File: config.mk
export PLATFORM = sky130hd
export DESIGN_NAME = instr_decode
export DESIGN_NICKNAME = d
export VERILOG_FILES = /design/src/rtl/instr_pkg.sv /design/src/rtl/instr_fifo.sv /design/src/rtl/instr_decode.sv
export SDC_FILE = /design/constraint.sdc
export NUM_CORES = 1
export LEC_CHECK = 0
export CAP_MARGIN = 20
export CORE_UTILIZATION = 44
export DETAILED_ROUTE_END_ITERATION = 8
export PLACE_DENSITY = 0.62
export SLEW_MARGIN = 25
export SYNTH_ARGS = -nofsm -noshare
export SYNTH_HDL_FRONTEND = slang
export SYNTH_SLANG_ARGS = --single-unit
File: constraint.sdc
create_clock -name clk -period 9.2 [get_ports clk]
set_input_delay 1.84 -clock clk [delete_from_list [all_inputs] [get_ports clk]]
set_output_delay 1.84 -clock clk [all_outputs]
set_load 0.01 [all_outputs]
File: src/rtl/instr_pkg.sv
// Shared opcode, command, field-layout, FSM-state and error-bit definitions for instr_decode.
package instr_pkg;

  localparam int unsigned INSTR_W  = 64;
  localparam int unsigned FIELDS_W = 56;
  localparam int unsigned OPC_W    = 8;
  localparam int unsigned OPC_LSB  = 56;
  localparam int unsigned EXT_W    = 32;
  localparam int unsigned EXT_LSB  = 24;
  localparam int unsigned BYTE_W   = 8;
  localparam int unsigned LEN_LSB  = 16;
  localparam int unsigned SEL_LSB  = 8;
  localparam int unsigned FLG_LSB  = 0;
  localparam int unsigned CMD_OP_W = 3;
  localparam int unsigned ERR_W    = 3;

  localparam logic [OPC_W-1:0] OP_NOP          = 8'h00;
  localparam logic [OPC_W-1:0] OP_LOAD_FEATURE = 8'h04;
  localparam logic [OPC_W-1:0] OP_LOAD_WEIGHT  = 8'h05;
  localparam logic [OPC_W-1:0] OP_CONV         = 8'h06;
  localparam logic [OPC_W-1:0] OP_STORE        = 8'h07;
  localparam logic [OPC_W-1:0] OP_END          = 8'hFF;

  localparam logic [CMD_OP_W-1:0] CMD_NOP          = 3'd0;
  localparam logic [CMD_OP_W-1:0] CMD_LOAD_FEATURE = 3'd1;
  localparam logic [CMD_OP_W-1:0] CMD_LOAD_WEIGHT  = 3'd2;
  localparam logic [CMD_OP_W-1:0] CMD_CONV         = 3'd3;
  localparam logic [CMD_OP_W-1:0] CMD_STORE        = 3'd4;

  localparam int unsigned ERR_OVF  = 0;
  localparam int unsigned ERR_ADDR = 1;
  localparam int unsigned ERR_OPC  = 2;

  typedef enum logic [2:0] {
    ST_IDLE, ST_FETCH_WAIT, ST_DECODE, ST_ISSUE, ST_WAIT_DONE, ST_HALT
  } state_e;

  typedef struct packed {
    logic [CMD_OP_W-1:0] op;
    logic [EXT_W-1:0]    ext_addr;
    logic [BYTE_W-1:0]   len;
    logic [BYTE_W-1:0]   mem_sel;
    logic [BYTE_W-1:0]   flags;
  } cmd_t;

  function automatic logic [CMD_OP_W-1:0] cmd_op_of(input logic [OPC_W-1:0] opc);
    case (opc)
      OP_LOAD_FEATURE: return CMD_LOAD_FEATURE;
      OP_LOAD_WEIGHT:  return CMD_LOAD_WEIGHT;
      OP_CONV:         return CMD_CONV;
      OP_STORE:        return CMD_STORE;
      default:         return CMD_NOP;
    endcase
  endfunction

  function automatic cmd_t make_cmd(input logic [FIELDS_W-1:0] w, input logic [CMD_OP_W-1:0] op);
    cmd_t c;
    c.op       = op;
    c.ext_addr = w[EXT_LSB +: EXT_W];
    c.len      = w[LEN_LSB +: BYTE_W];
    c.mem_sel  = w[SEL_LSB +: BYTE_W];
    c.flags    = w[FLG_LSB +: BYTE_W];
    return c;
  endfunction

endpackage

File: src/rtl/instr_fifo.sv
// Synchronous DEPTH x WIDTH instruction FIFO; extra pointer bit separates full from empty.
module instr_fifo #(
  parameter int unsigned DEPTH = 16,
  parameter int unsigned WIDTH = 64
) (
  input  logic             clk,
  input  logic             rst,
  input  logic             flush,
  input  logic             push,
  input  logic             pop,
  input  logic [WIDTH-1:0] wdata,
  output logic [WIDTH-1:0] rdata_c,
  output logic             full_c,
  output logic             empty_c
);

  localparam int unsigned PW    = $clog2(DEPTH);
  localparam int unsigned PTR_W = PW + 1;

  logic [PTR_W-1:0] wptr_q, wptr_d, rptr_q, rptr_d;
  logic [PW-1:0]    waddr;
  logic             wr_en, rd_en;
  logic [WIDTH-1:0] mem_q [DEPTH];

  assign empty_c = (wptr_q == rptr_q);
  assign full_c  = (wptr_q[PW] != rptr_q[PW]) && (wptr_q[PW-1:0] == rptr_q[PW-1:0]);
  assign rd_en   = pop && !empty_c && !flush;
  // A pop in the same cycle frees the slot, so a push into a full FIFO still lands.
  assign wr_en   = push && (flush || !full_c || rd_en);
  assign waddr   = flush ? '0 : wptr_q[PW-1:0];
  assign rdata_c = mem_q[rptr_q[PW-1:0]];

  always_comb begin
    wptr_d = wptr_q;
    rptr_d = rptr_q;
    if (flush) begin
      rptr_d = '0;
      wptr_d = wr_en ? PTR_W'(1) : '0;
    end else begin
      if (rd_en) rptr_d = rptr_q + PTR_W'(1);
      if (wr_en) wptr_d = wptr_q + PTR_W'(1);
    end
  end

  always_ff @(posedge clk or posedge rst) begin
    if (rst) begin
      wptr_q <= '0;
      rptr_q <= '0;
    end else begin
      wptr_q <= wptr_d;
      rptr_q <= rptr_d;
    end
  end

  always_ff @(posedge clk) begin
    if (wr_en) mem_q[waddr] <= wdata;
  end

endmodule

File: src/rtl/instr_decode.sv
// Instruction decoder: buffers fetched words, decodes them and issues one command at a time.
// Optional INSTR_DECODE_STATS_EN adds decoded-word and busy-cycle counters.
module instr_decode
  import instr_pkg::*;
#(
  parameter int unsigned DEPTH = 16,
  parameter int unsigned AW    = 5
) (
  input  logic                clk,
  input  logic                rst,
  input  logic                i_start,
  output logic                o_fetch_enable,
  input  logic [INSTR_W-1:0]  i_instr,
  input  logic [AW-1:0]       i_instr_addr,
  input  logic                i_instr_enable,
  output logic                o_cmd_valid,
  input  logic                i_cmd_ready,
  output logic [CMD_OP_W-1:0] o_cmd_op,
  output logic [EXT_W-1:0]    o_cmd_ext_addr,
  output logic [BYTE_W-1:0]   o_cmd_len,
  output logic [BYTE_W-1:0]   o_cmd_mem_sel,
  output logic [BYTE_W-1:0]   o_cmd_flags,
  input  logic                i_exec_done,
  output logic                o_busy,
  output logic                o_done,
  output logic [ERR_W-1:0]    o_err
`ifdef INSTR_DECODE_STATS_EN
  ,
  output logic [15:0]         o_stat_instr,
  output logic [31:0]         o_stat_cycles
`endif
);

  state_e             state_q, state_d;
  logic [INSTR_W-1:0] instr_q, instr_d;
  cmd_t               cmd_q, cmd_d;
  logic               cmd_valid_q, cmd_valid_d;
  logic               fetch_en_q, fetch_en_d;
  logic               busy_q, busy_d;
  logic               done_q, done_d;
  logic               done_pend_q, done_pend_d;
  logic [ERR_W-1:0]   err_q, err_d;
  logic [AW-1:0]      exp_addr_q, exp_addr_d, exp_base;

  logic               start_acc, pop;
  logic               fifo_full_c, fifo_empty_c;
  logic [INSTR_W-1:0] fifo_rdata_c;
  logic [OPC_W-1:0]   opcode;

  assign start_acc = i_start && ((state_q == ST_IDLE) || (state_q == ST_HALT));
  assign pop       = (state_q == ST_FETCH_WAIT) && !fifo_empty_c;
  assign opcode    = instr_q[OPC_LSB +: OPC_W];

  instr_fifo #(.DEPTH(DEPTH), .WIDTH(INSTR_W)) u_fifo (
    .clk     (clk),
    .rst     (rst),
    .flush   (start_acc),
    .push    (i_instr_enable),
    .pop     (pop),
    .wdata   (i_instr),
    .rdata_c (fifo_rdata_c),
    .full_c  (fifo_full_c),
    .empty_c (fifo_empty_c)
  );

  always_comb begin
    state_d     = state_q;
    instr_d     = instr_q;
    cmd_d       = cmd_q;
    cmd_valid_d = cmd_valid_q;
    fetch_en_d  = 1'b0;
    done_d      = done_q;
    done_pend_d = done_pend_q;
    err_d       = err_q;
    exp_base    = start_acc ? '0 : exp_addr_q;
    exp_addr_d  = exp_base;

    if (start_acc) begin
      fetch_en_d = 1'b1;
      done_d     = 1'b0;
      err_d      = '0;
    end

    // Write-side checks; a start flushes the FIFO so it can never overflow that cycle.
    if (i_instr_enable) begin
      exp_addr_d = exp_base + AW'(1);
      if (i_instr_addr != exp_base) err_d[ERR_ADDR] = 1'b1;
      if (fifo_full_c && !pop && !start_acc) err_d[ERR_OVF] = 1'b1;
    end

    case (state_q)
      ST_IDLE, ST_HALT: begin
        if (start_acc) state_d = ST_FETCH_WAIT;
      end
      ST_FETCH_WAIT: begin
        if (pop) begin
          instr_d = fifo_rdata_c;
          state_d = ST_DECODE;
        end
      end
      ST_DECODE: begin
        case (opcode)
          OP_END: begin
            state_d = ST_HALT;
            done_d  = 1'b1;
          end
          OP_NOP: state_d = ST_FETCH_WAIT;
          OP_LOAD_FEATURE, OP_LOAD_WEIGHT, OP_CONV, OP_STORE: begin
            cmd_d       = make_cmd(instr_q[FIELDS_W-1:0], cmd_op_of(opcode));
            cmd_valid_d = 1'b1;
            state_d     = ST_ISSUE;
          end
          default: begin
            err_d[ERR_OPC] = 1'b1;
            done_d         = 1'b1;
            state_d        = ST_HALT;
          end
        endcase
      end
      ST_ISSUE: begin
        // A completion coinciding with the handshake is remembered for WAIT_DONE.
        if (i_cmd_ready) begin
          cmd_valid_d = 1'b0;
          done_pend_d = i_exec_done;
          state_d     = ST_WAIT_DONE;
        end
      end
      ST_WAIT_DONE: begin
        if (i_exec_done || done_pend_q) begin
          done_pend_d = 1'b0;
          state_d     = ST_FETCH_WAIT;
        end
      end
      default: state_d = ST_IDLE;
    endcase

    busy_d = !((state_d == ST_IDLE) || (state_d == ST_HALT));
  end

  always_ff @(posedge clk or posedge rst) begin
    if (rst) begin
      state_q     <= ST_IDLE;
      instr_q     <= '0;
      cmd_q       <= '0;
      cmd_valid_q <= 1'b0;
      fetch_en_q  <= 1'b0;
      busy_q      <= 1'b0;
      done_q      <= 1'b0;
      done_pend_q <= 1'b0;
      err_q       <= '0;
      exp_addr_q  <= '0;
    end else begin
      state_q     <= state_d;
      instr_q     <= instr_d;
      cmd_q       <= cmd_d;
      cmd_valid_q <= cmd_valid_d;
      fetch_en_q  <= fetch_en_d;
      busy_q      <= busy_d;
      done_q      <= done_d;
      done_pend_q <= done_pend_d;
      err_q       <= err_d;
      exp_addr_q  <= exp_addr_d;
    end
  end

  assign o_fetch_enable = fetch_en_q;
  assign o_cmd_valid    = cmd_valid_q;
  assign o_cmd_op       = cmd_q.op;
  assign o_cmd_ext_addr = cmd_q.ext_addr;
  assign o_cmd_len      = cmd_q.len;
  assign o_cmd_mem_sel  = cmd_q.mem_sel;
  assign o_cmd_flags    = cmd_q.flags;
  assign o_busy         = busy_q;
  assign o_done         = done_q;
  assign o_err          = err_q;

`ifdef INSTR_DECODE_STATS_EN
  localparam int unsigned STAT_INSTR_W = 16;
  localparam int unsigned STAT_CYC_W   = 32;

  logic [STAT_INSTR_W-1:0] stat_instr_q, stat_instr_d;
  logic [STAT_CYC_W-1:0]   stat_cyc_q, stat_cyc_d;

  // Saturating counters, cleared whenever a program starts.
  always_comb begin
    stat_instr_d = stat_instr_q;
    stat_cyc_d   = stat_cyc_q;
    if (start_acc) begin
      stat_instr_d = '0;
      stat_cyc_d   = '0;
    end else begin
      if ((state_q == ST_DECODE) && !(&stat_instr_q))
        stat_instr_d = stat_instr_q + STAT_INSTR_W'(1);
      if ((state_q != ST_IDLE) && (state_q != ST_HALT) && !(&stat_cyc_q))
        stat_cyc_d = stat_cyc_q + STAT_CYC_W'(1);
    end
  end

  always_ff @(posedge clk or posedge rst) begin
    if (rst) begin
      stat_instr_q <= '0;
      stat_cyc_q   <= '0;
    end else begin
      stat_instr_q <= stat_instr_d;
      stat_cyc_q   <= stat_cyc_d;
    end
  end

  assign o_stat_instr  = stat_instr_q;
  assign o_stat_cycles = stat_cyc_q;
`endif

endmodule

==> results.yml <==
worst_setup_path:
  cp_num_buf_inv: 3
  start_kind: "input port"
  crit_arrival_ps: 6060
  cp_max_fo: 44
  cp_top_family: "simple AND/OR/NAND/NOR gates"
  cp_slowest_stage_delay_ps: 840
  cp.depth: 8
  required_ps: 9500
  endpoint_kind: "flip-flop"
  path_class: "in -> reg"
  cpMaxStageDelayCell: "buf_4"
  path_cells: "clkdlybuf4s50_1 > nand2b_1 > or2_2 > inv_1 > a211oi_1 > nand3b_1 > nor2_4 > buf_4"
  r2r_cells: 7
clock_tree:
  clk_latency_ps: 690
  cts_tree: "yes"
  cts.path.max_buffers: 3
  root_buffer: "clkbuf_16"
  htree_num_levels: 3
  cts_setup_buffers: 0
  cts_hold_buf: 0
  path_clk_slew_ps: 60
  cts_sinks: 1173
  cts_inserted_buffers: 114
  cts_resized: 0
sta:
  setup_violations: 0
  period_needed_ps: 5760
  rsz0062_at_grt: "false"
  fin_worst_skew_ps: 32.8
  worst_slew_pin_slew_ps: 1040
  fmax_mhz: 174
  setup_slack_ps: 3440
  finalSetupTns_ps: 0
  final_max_slew_viol_count: 0
  period_share: 0.626
  hold_violations: 0
  relSlewSlack: 0.306
synth:
  syn_area_um2: 45100
  yosysSeqAreaShare: 0.765
  syn_inst: 2298
  synth_fp_nets: 2376
  synth_warnings: 0
  synth-seq-cells: 1173
  yosysUniqueCellTypes: 51
  avgSynthCellArea_um2: 19.6
global_routing:
  track_usage: 0.188
  gr-total-overflow: 0
  grt_first_pass_wirelength_mm: 145
  grt_max_degree: 96
  grt_pass1_vias: 23000
  antenna_found_initial: 5
placed_design:
  gp_congestion: 0.732
  port_buffers: 140
  dp_cells: 3713
  place_area_um2: 48100
  dpl_worst_slack_ps: 2980
  dp_hpwl_mm: 54.9
routing:
  vias: 22000
  drt_iter0_markers: 1675
  drtAntennaViolNets: 0
  drc: 0
  firstDrtPassIters: 5
  routed_wl_mm: 96.4
  viasPerCell: 5.61
  avgRoutedWirePerCell_um: 24.5
pwr:
  p_leak_nw: 16.5
  finalPower_w: 0.0144
  ir_drop_v: 0.000165
  power_density_nw_per_um2: 279
finish:
  area_growth_pct: 14.5
  fillers: 8151
  nets: 2539
  design_area_um2: 51600
  layout-drive-gt1-share: 0.180
  final_cell_count_no_fill: 3926
run_status:
  status: "completed"
floorplan:
  die_h_um: 322
  core_area_um2: 102000
  start_util: 0.444
  die_x_um: 322
  die-area_um2: 104000
  rows: 117
  ioPinCount: 141
job:
  drv_cap: 0
worst_hold_path:
  whs_path_depth: 2
  hp-class: "reg -> reg"
kinds of logic after synthesis:
family | after synthesis | synth area share
adder cells (fa/ha/maj) | 3 | 0.000833
AND/OR/NAND/NOR | 157 | 0.0159
buffers and inverters | 147 | 0.0160
XOR/XNOR | 18 | 0.00350
AO/OA/AOI/OAI | 293 | 0.0462
multiplexers | 507 | 0.153
flip-flops | 1173 | 0.765
registers in the layout, summed over array words and instances, names as in the netlist, 3 cells and up:
name and flops:
u_fifo.mem_q 1024, instr_q 64, o_cmd_ext_addr 32, o_cmd_flags 8, o_cmd_len 8, o_cmd_mem_sel 8, exp_addr_q 5, u_fifo.rptr_q 5
u_fifo.wptr_q 5, o_cmd_op 3, o_err 3, state_q 3
cells in the mapped netlist (all sizes together):
master	number	area, um^2
edfxtp	1024	30700
mux2i	259	2590
dfrtp	149	3730
a22oi	128	961
mux4	128	2940
mux2	120	1350
nor2	94	353
buf	77	459
a21oi	74	374
a221oi	64	561
clkbuf	62	233
nand2	20	75.1
o21ai	10	50.1
xor2	10	87.6
inv	8	30.0
xnor2	8	70.1
nand3	6	30.0
nand2b	5	31.3
nand4	5	31.3
nor3	5	30.0
nand3b	4	30.0
nor4	4	40.0
ha	3	37.5
o211ai	3	22.5
a211oi	2	15.0
a31oi	2	12.5
and2	2	12.5
and3	2	12.5
nor2b	2	12.5
nor3b	2	15.0
o22ai	2	12.5
or2	2	12.5
or4	2	15.0
a21o	1	7.51
a221o	1	10.0
a31o	1	8.76
a41o	1	10.0
nand4b	1	8.76
o221a	1	11.3
o311ai	1	8.76
o31a	1	8.76
o31ai	1	7.51
or3	1	6.26
cell type report:
class,instances,area (um^2),area share
well taps,1368,1710,0.0332
clock inverters,38,233,0.00451
multi-input cells,978,10000,0.194
inverters,8,37.5,0.000728
flip-flops and latches,1173,34500,0.669
repair buffers,186,1850,0.0359
clock buffers,173,3240,0.0628
diodes,2,5.00,0.0000970
metrics by stage:
stage	utilization	hold slack (ps)
final	0.508	487
after global routing	0.508	497
after CTS	0.508	489
after detailed placement	0.473	474
after global placement	0.472	464
after floorplan	-	466
power by group:
group          total [W]  switching (W)  internal (W)
Clock            0.00436        0.00190       0.00247
Sequential       0.00671       0.000330       0.00638
Combinational    0.00331        0.00190       0.00141
Total             0.0144        0.00412        0.0103
worst paths after layout:
check                                     start                              to  slack [ps]
min reg2reg                    o_done$_DFF_PP0_                o_done$_DFF_PP0_         490
max in group asynchronous                   rst  o_cmd_ext_addr[18]$_DFFE_PP0P_        6230
max reg2reg                state_q[0]$_DFF_PP0_   u_fifo.mem_q[5][30]$_DFFE_PP_        4370
max                                     i_start   u_fifo.mem_q[5][30]$_DFFE_PP_        3440
min in group asynchronous                   rst                o_busy$_DFF_PP0_        1660
min                            o_done$_DFF_PP0_                o_done$_DFF_PP0_         490
routing by layer:
metal	share of wire	track usage	vias up
met5	0.00044	0	-
met4	0.021	0.0556	6
met3	0.058	0.0367	134
met2	0.48	0.303	582
met1	0.44	0.260	11600
li1	-	-	9690
cells in the final DEF (no fill, tap or decap), types with 64 or more instances in the layout:
| cell type | count |
|---|---|
| a21oi_1 | 72 |
| a22oi_1 | 128 |
| nor2_1 | 84 |
| dfrtp_1 | 145 |
| mux2i_1 | 259 |
| a221oi_1 | 64 |
| clkdlybuf4s50_1 | 140 |
| edfxtp_1 | 1024 |
| mux2_2 | 120 |
| clkbuf_16 | 117 |
| mux4_2 | 114 |
worst register-to-register path, delay by kind of cell (launching register included):
family,cells,cell delay [ps]
DFF,1,540
buffers and inverters,2,1150
xor gates and xnor gates,1,200
and+or+nand+nor,3,1740
AOI/OAI and AO/OA,1,770
(Power assumes the default switching activity.)
